===== src/rtl/allocator.sv =====
// Slot-ownership bookkeeper: hands out the lowest free slot on alloc and
// releases slots oldest-first on dealloc, tracked by a circular age list.
module allocator #(
  parameter int NUM_Q = 4
) (
  input  logic             clk,
  input  logic             rst,
  input  logic             alloc,
  input  logic             dealloc,
  output logic [NUM_Q-1:0] QValid
);

  localparam int IDX_W = (NUM_Q > 1) ? $clog2(NUM_Q) : 1;
  localparam int CNT_W = IDX_W + 1;

  logic [NUM_Q-1:0] valid_q, valid_d;
  logic [IDX_W-1:0] age_q [NUM_Q];
  logic [IDX_W-1:0] head_q, head_d;
  logic [IDX_W-1:0] tail_q, tail_d;
  logic [CNT_W-1:0] cnt_q, cnt_d;

  logic [IDX_W-1:0] free_idx;
  logic             do_alloc;
  logic             do_dealloc;

  // Pointers wrap explicitly so non-power-of-two slot counts stay correct.
  function automatic logic [IDX_W-1:0] ptr_inc(input logic [IDX_W-1:0] p);
    if (p == IDX_W'(NUM_Q - 1)) return '0;
    return p + IDX_W'(1);
  endfunction

  always_comb begin
    free_idx = '0;
    // Scan high-to-low so the last match left standing is the lowest free slot.
    for (int i = NUM_Q - 1; i >= 0; i--) begin
      if (!valid_q[i]) free_idx = IDX_W'(i);
    end
  end

  // Both requests are judged against the pre-edge state, so a slot freed
  // this cycle is never the alloc target in the same cycle.
  assign do_alloc   = alloc && !(&valid_q);
  assign do_dealloc = dealloc && (cnt_q != '0);

  always_comb begin
    // NOTE: every combinational output gets a default first so no path
    // leaves it unassigned and a latch is never inferred.
    valid_d = valid_q;
    head_d  = head_q;
    tail_d  = tail_q;
    cnt_d   = cnt_q;
    if (do_dealloc) begin
      valid_d[age_q[head_q]] = 1'b0;
      head_d                 = ptr_inc(head_q);
    end
    if (do_alloc) begin
      valid_d[free_idx] = 1'b1;
      tail_d            = ptr_inc(tail_q);
    end
    case ({do_alloc, do_dealloc})
      2'b10:   cnt_d = cnt_q + CNT_W'(1);
      2'b01:   cnt_d = cnt_q - CNT_W'(1);
      default: cnt_d = cnt_q;
    endcase
  end

  // NOTE: sequential state uses non-blocking assignments so every register
  // samples the pre-edge values regardless of statement order.
  always_ff @(posedge clk) begin
    if (rst) begin
      valid_q <= '0;
      head_q  <= '0;
      tail_q  <= '0;
      cnt_q   <= '0;
    end else begin
      valid_q <= valid_d;
      head_q  <= head_d;
      tail_q  <= tail_d;
      cnt_q   <= cnt_d;
    end
  end

  // NOTE: the age storage is deliberately not reset; entries are only read
  // between head and tail, which reset already makes empty.
  always_ff @(posedge clk) begin
    if (!rst && do_alloc) age_q[tail_q] <= free_idx;
  end

  assign QValid = valid_q;

endmodule


===== config.mk =====
export PLATFORM = sky130hd
export DESIGN_NAME = allocator
export DESIGN_NICKNAME = d
export VERILOG_FILES = /design/src/rtl/allocator.sv
export SDC_FILE = /design/constraint.sdc
export NUM_CORES = 1
export LEC_CHECK = 0
export ABC_AREA = 1
export BUFFER_PORTS_ARGS = -buffer_cell sky130_fd_sc_hd__buf_2
export CAP_MARGIN = 30
export CORE_MARGIN = 10
export CORE_UTILIZATION = 56
export DETAILED_ROUTE_END_ITERATION = 7
export PLACE_DENSITY = 0.76
export SLEW_MARGIN = 10
export SYNTH_ARGS = -nofsm -noshare
export SYNTH_HDL_FRONTEND = slang
export SYNTH_SLANG_ARGS = --single-unit

===== constraint.sdc =====
create_clock -name clk -period 2.17 [get_ports clk]
set_clock_uncertainty 0.15 [all_clocks]
set_input_delay 0.651 -clock clk [delete_from_list [all_inputs] [get_ports clk]]
set_output_delay 0.651 -clock clk [all_outputs]
set_load 0.05 [all_outputs]

After elaboration in Yosys (flattened, before gate mapping). Memory sizes are Yosys's and may differ from the RTL's. A register that Yosys moved wholly into a read port is not among the register bits. Cells that the tools add are included. Widths: inputs -> output; s select.

Add/subtract/negate cells: 4. Divide/modulo/power cells: 0. Shift operators: 0. Bitwise gates (word level): 3. Eq/ne operators: 4. Mux-type cells: 23. Multipliers: 0. Magnitude comparators: 4. Reduce and logical (&&, ||, !) cells: 10.

Operators with widths (number): $mux 2 (10); $mux 1 (8); $mux 4 (2); $eq 2x2->1 const B (3); $lt 2x3->1 const B (2); $pmux 3 s2 (1); $logic_and 1x1->1 (5); $add 2x1->2 const B (2); $and 4x4->4 (1); $demux 1 s2 (2); $ge 2x1->1 const B (2); $not 4->4 (1); $or 4x4->4 (1); $reduce_and 4->1 (1); $add 3x1->3 const B (1); $reduce_bool 3->1 (1); $sub 3x1->3 const B (1); $eq 2x1->1 const B (1); $logic_not 1->1 (2); $reduce_bool 2->1 (1).

Flip-flop bits (word level): 11. Input bits: 4. Output and inout port bits: 4. Bits in writable memories: 8. Memories kept: 1. Latch bits: 0. Bits in read-only memories: 0. Logic and storage cells: 53.

Memories: age_q (words 4, width 2, rd ports 1, clocked after memory_dff 1, write ports 1, RTL line 17) `logic [IDX_W-1:0] age_q [NUM_Q];`.

Logic depth before layout (Yosys ltp).
Word-level depth: 10. Depth in mapped cells: 11. Gate-level depth less buffers: 11.

Least setup slack after synthesis. Ideal clock, no wire load.

Kind: register to register. Start point: reg valid_q[0] (netlist: QValid[0]). End point: reg cnt_q[2]. Required time: 1.900 ns. Data arrival time: 2.007 ns. Library setup time: 0.120 ns. Stages on the path, launching flop included: 11. Setup slack: -0.107 ns. Cell sequence: dfxtp_1 -> nand2_1 -> o21a_1 -> inv_2 -> ha_1 -> inv_2 -> fa_1 -> a21oi_1 -> o21ai_1 -> o21ai_1 -> a21oi_1.

Longest elaborated chain between the ends: 5. Elaborated cells on any way between the ends: 7. Those cells by class: 2 x eq/ne; 1 x mux; 4 x reduce/logical.

Ends and longest elaborated chain: start, declared (RTL line 16) `logic [NUM_Q-1:0] valid_q, valid_d;`; start signal, assigned (RTL line 76) `valid_q <= valid_d;`; $reduce_and 4->1 (*) (RTL line 42) `assign do_alloc = alloc && !(&valid_q);`; $logic_not 1->1 (*) (RTL line 42); $logic_and 1x1->1 (*) (RTL line 42); $eq 2x1->1 / $eq 2x2->1 (equally long branches) (RTL line 60) `case ({do_alloc, do_dealloc})`; $pmux 3 s2 / $reduce_bool 2->1 (equally long branches); end signal, assigned (RTL line 79) `cnt_q <= cnt_d;`; end, declared (RTL line 20) `logic [CNT_W-1:0] cnt_q, cnt_d;`.

Every way passes the cells marked *; elsewhere a longest branch is shown, timed or not. A chain may end at the register's enable or synchronous reset.

Worst setup path in the final report. Ends and elaborated chain as after synthesis.

==> qor.txt <==
Status -> finished, final reports clean
Total grt overflow -> 0
Post-CTS Hold Fix Bufs -> 0
Routability cong. -> 0.865
Largest net degree at the start of global routing -> 14
Netlist Area Pre-Place -> 1010 um^2
Max clock buf depth -> 2
Die width -> 62.5 um
Kind of critical path -> flip-flop to flip-flop
Routed WL -> 1.83 mm
# fillers -> 140
Mapped Nets -> 134
H-tree levels -> 1
Avg Inst Size Synth -> 8.23 um^2
Die area -> 3910 um^2
Post-CTS setup buffer count -> 0
Maximum clock frequency -> 513 MHz
Area of the core -> 1730 um^2
Layout cells sized above 1 -> 20.1%
TritonCTS clock tree -> done
Flops & latches, synth -> 21
Slew Limit Fails -> 0
Yosys warns -> 0
Hpwl dp -> 1.47 mm
Worst rel slew slack -> 79.2%
Post-DR wirelength/cell -> 11.1 um
Post-synthesis sequential area ratio -> 49.4%
Die Span Y -> 62.5 um
Pre-antenna DRT Iters -> 6
Distinct cells, synth -> 19
Least-Margin Pin Slew -> 311 ps
CP startpoint kind -> flip-flop
Post-synth ARST share -> 0%
Final setup vio count -> 0
Clock transition at path regs -> 110 ps
EDFF count, synth -> 8
Ant. Diodes -> 0
Initial antenna violation count -> 0
FP Rows -> 15
CP required -> 2220 ps
Unrepaired setup endpoints after global routing -> false
I/O pins -> 8
Min Tclk post-route -> 1950 ps
Synth Flop Type -> dfxtp_1
Class of the worst hold path -> flip-flop to flip-flop
Final Hold Fails -> 0
Area Overhead vs Synth -> 13.7%
Core Util, Final -> 66.7%
Crit path max fanout -> 7
ANT nets after route -> 0
CTS Buf Count -> 3
Max-cap violations -> 0
Resized Gates After CTS -> 0
Critical path arrival -> 2000 ps
Vias -> 825
Post-Syn Instances -> 123
CTS Sinks -> 21
Setup TNS -> 0 ps
Initial core utilization -> 58.6%
CP Capture Type -> flip-flop
Final period util -> 89.8%
Starting DRT DRC Count -> 34
Static leakage -> 0.519 nW
Nets -> 151
Pwr dens -> 850 nW/um^2
Drt via density -> 5.03
Worst-Skew Late Latency -> 300 ps
VDD IR-drop max -> 0.503 mV
Port Buffers -> 7
Vias in the first global route -> 786
Total GRT Usage -> 9.74%
R2r setup slk -> 220 ps
Drc violations -> 0
First-pass GRT wire length -> 3.20 mm
Clock root cell -> clkbuf_4
synthesized netlist by cell type (2+ instances only):
cell type,number,share of area [%]
a21oi_1,9,4.4
dfxtp_1,13,26
edfxtp_1,8,24
ha_1,6,7.4
inv_1,15,5.6
inv_2,5,1.9
nand2_1,27,10
nand2_2,2,1.2
nand3_1,12,5.9
nor2_1,11,4.1
o21ai_0,2,0.99
o21ai_1,6,3.0
power breakdown:
group	total, mW	switching, mW	internal, mW
sequential	0.506	0.0461	0.460
clock	0.185	0.115	0.0702
combinational	0.286	0.178	0.109
flip-flops by register name (all words and copies together) (netlist names), named ones only:
name,flops
age_q,8
QValid,4
cnt_q,3
head_q,2
tail_q,2
through the flow:
step           cells  power, mW  setup slack (ps)  hold WS, ps  area (um^2)
3_5_place_dp     160      0.800             -9.00          313         1120
6_report         164      0.978               221          327         1150
5_1_grt          164       1.06              58.1          349         1150
4_1_cts          164      0.988               209          330         1150
3_3_place_gp     160      0.786              33.2          292         1120
2_1_floorplan    123      0.715              91.7          278         1020
cell usage in the layout (no fill, tap or decap), drive strengths merged:
master / n
clkbuf: 3
nor2: 11
o211a: 1
inv: 21
nand2: 29
edfxtp: 8
ha: 6
clkinv: 1
o21a: 1
fa: 1
buf: 12
a31oi: 1
o211ai: 1
o21ai: 8
dfxtp: 13
a21oi: 9
nand3: 12
clkinvlp: 1
critical path, cell delays in order, from the launching register on:
cell and delay (ps):
dfxtp_2 400, nand2_1 70, o21a_1 200, inv_2 60, ha_1 150, inv_2 50
fa_1 370, a21oi_1 150, o21ai_1 90, o21ai_1 120, a21oi_1 50
kinds of logic (layout without fill, tap and decap cells):
logic type / Yosys count / after routing / synth area share [%]
flops: 21 / 21 / 49.4
simple gates: 52 / 52 / 21.3
compound gates: 21 / 21 / 11.5
buf+inv: 22 / 38 / 8.41
fa+ha+maj: 7 / 7 / 9.39
layer usage:
layer	GRT usage, %	wire [um]
met4	2.51	15
met1	10.6	828
met3	4.30	82
met5	0	0
met2	16.8	902
cell type report:
class                           instances  area (um^2)  share of cell area (%)
Timing Repair Buffer                   12         72.6                    6.30
Sequential cell                        21          505                    43.9
Clock inverter                          1         7.51                   0.652
Multi-Input combinational cell         80          427                    37.1
Inverter                               22         85.1                    7.39
Tap cell                               25         31.3                    2.72
Clock buffer                            3         22.5                    1.96
worst paths after layout:
path	startpoint	end	cells past startpoint
min	cnt_q[2]	cnt_q[2]	2
max reg2reg	QValid[0]	cnt_q[2]	10
max	QValid[0]	cnt_q[2]	10
min reg2reg	cnt_q[2]	cnt_q[2]	2
(Power assumes the default switching activity.)
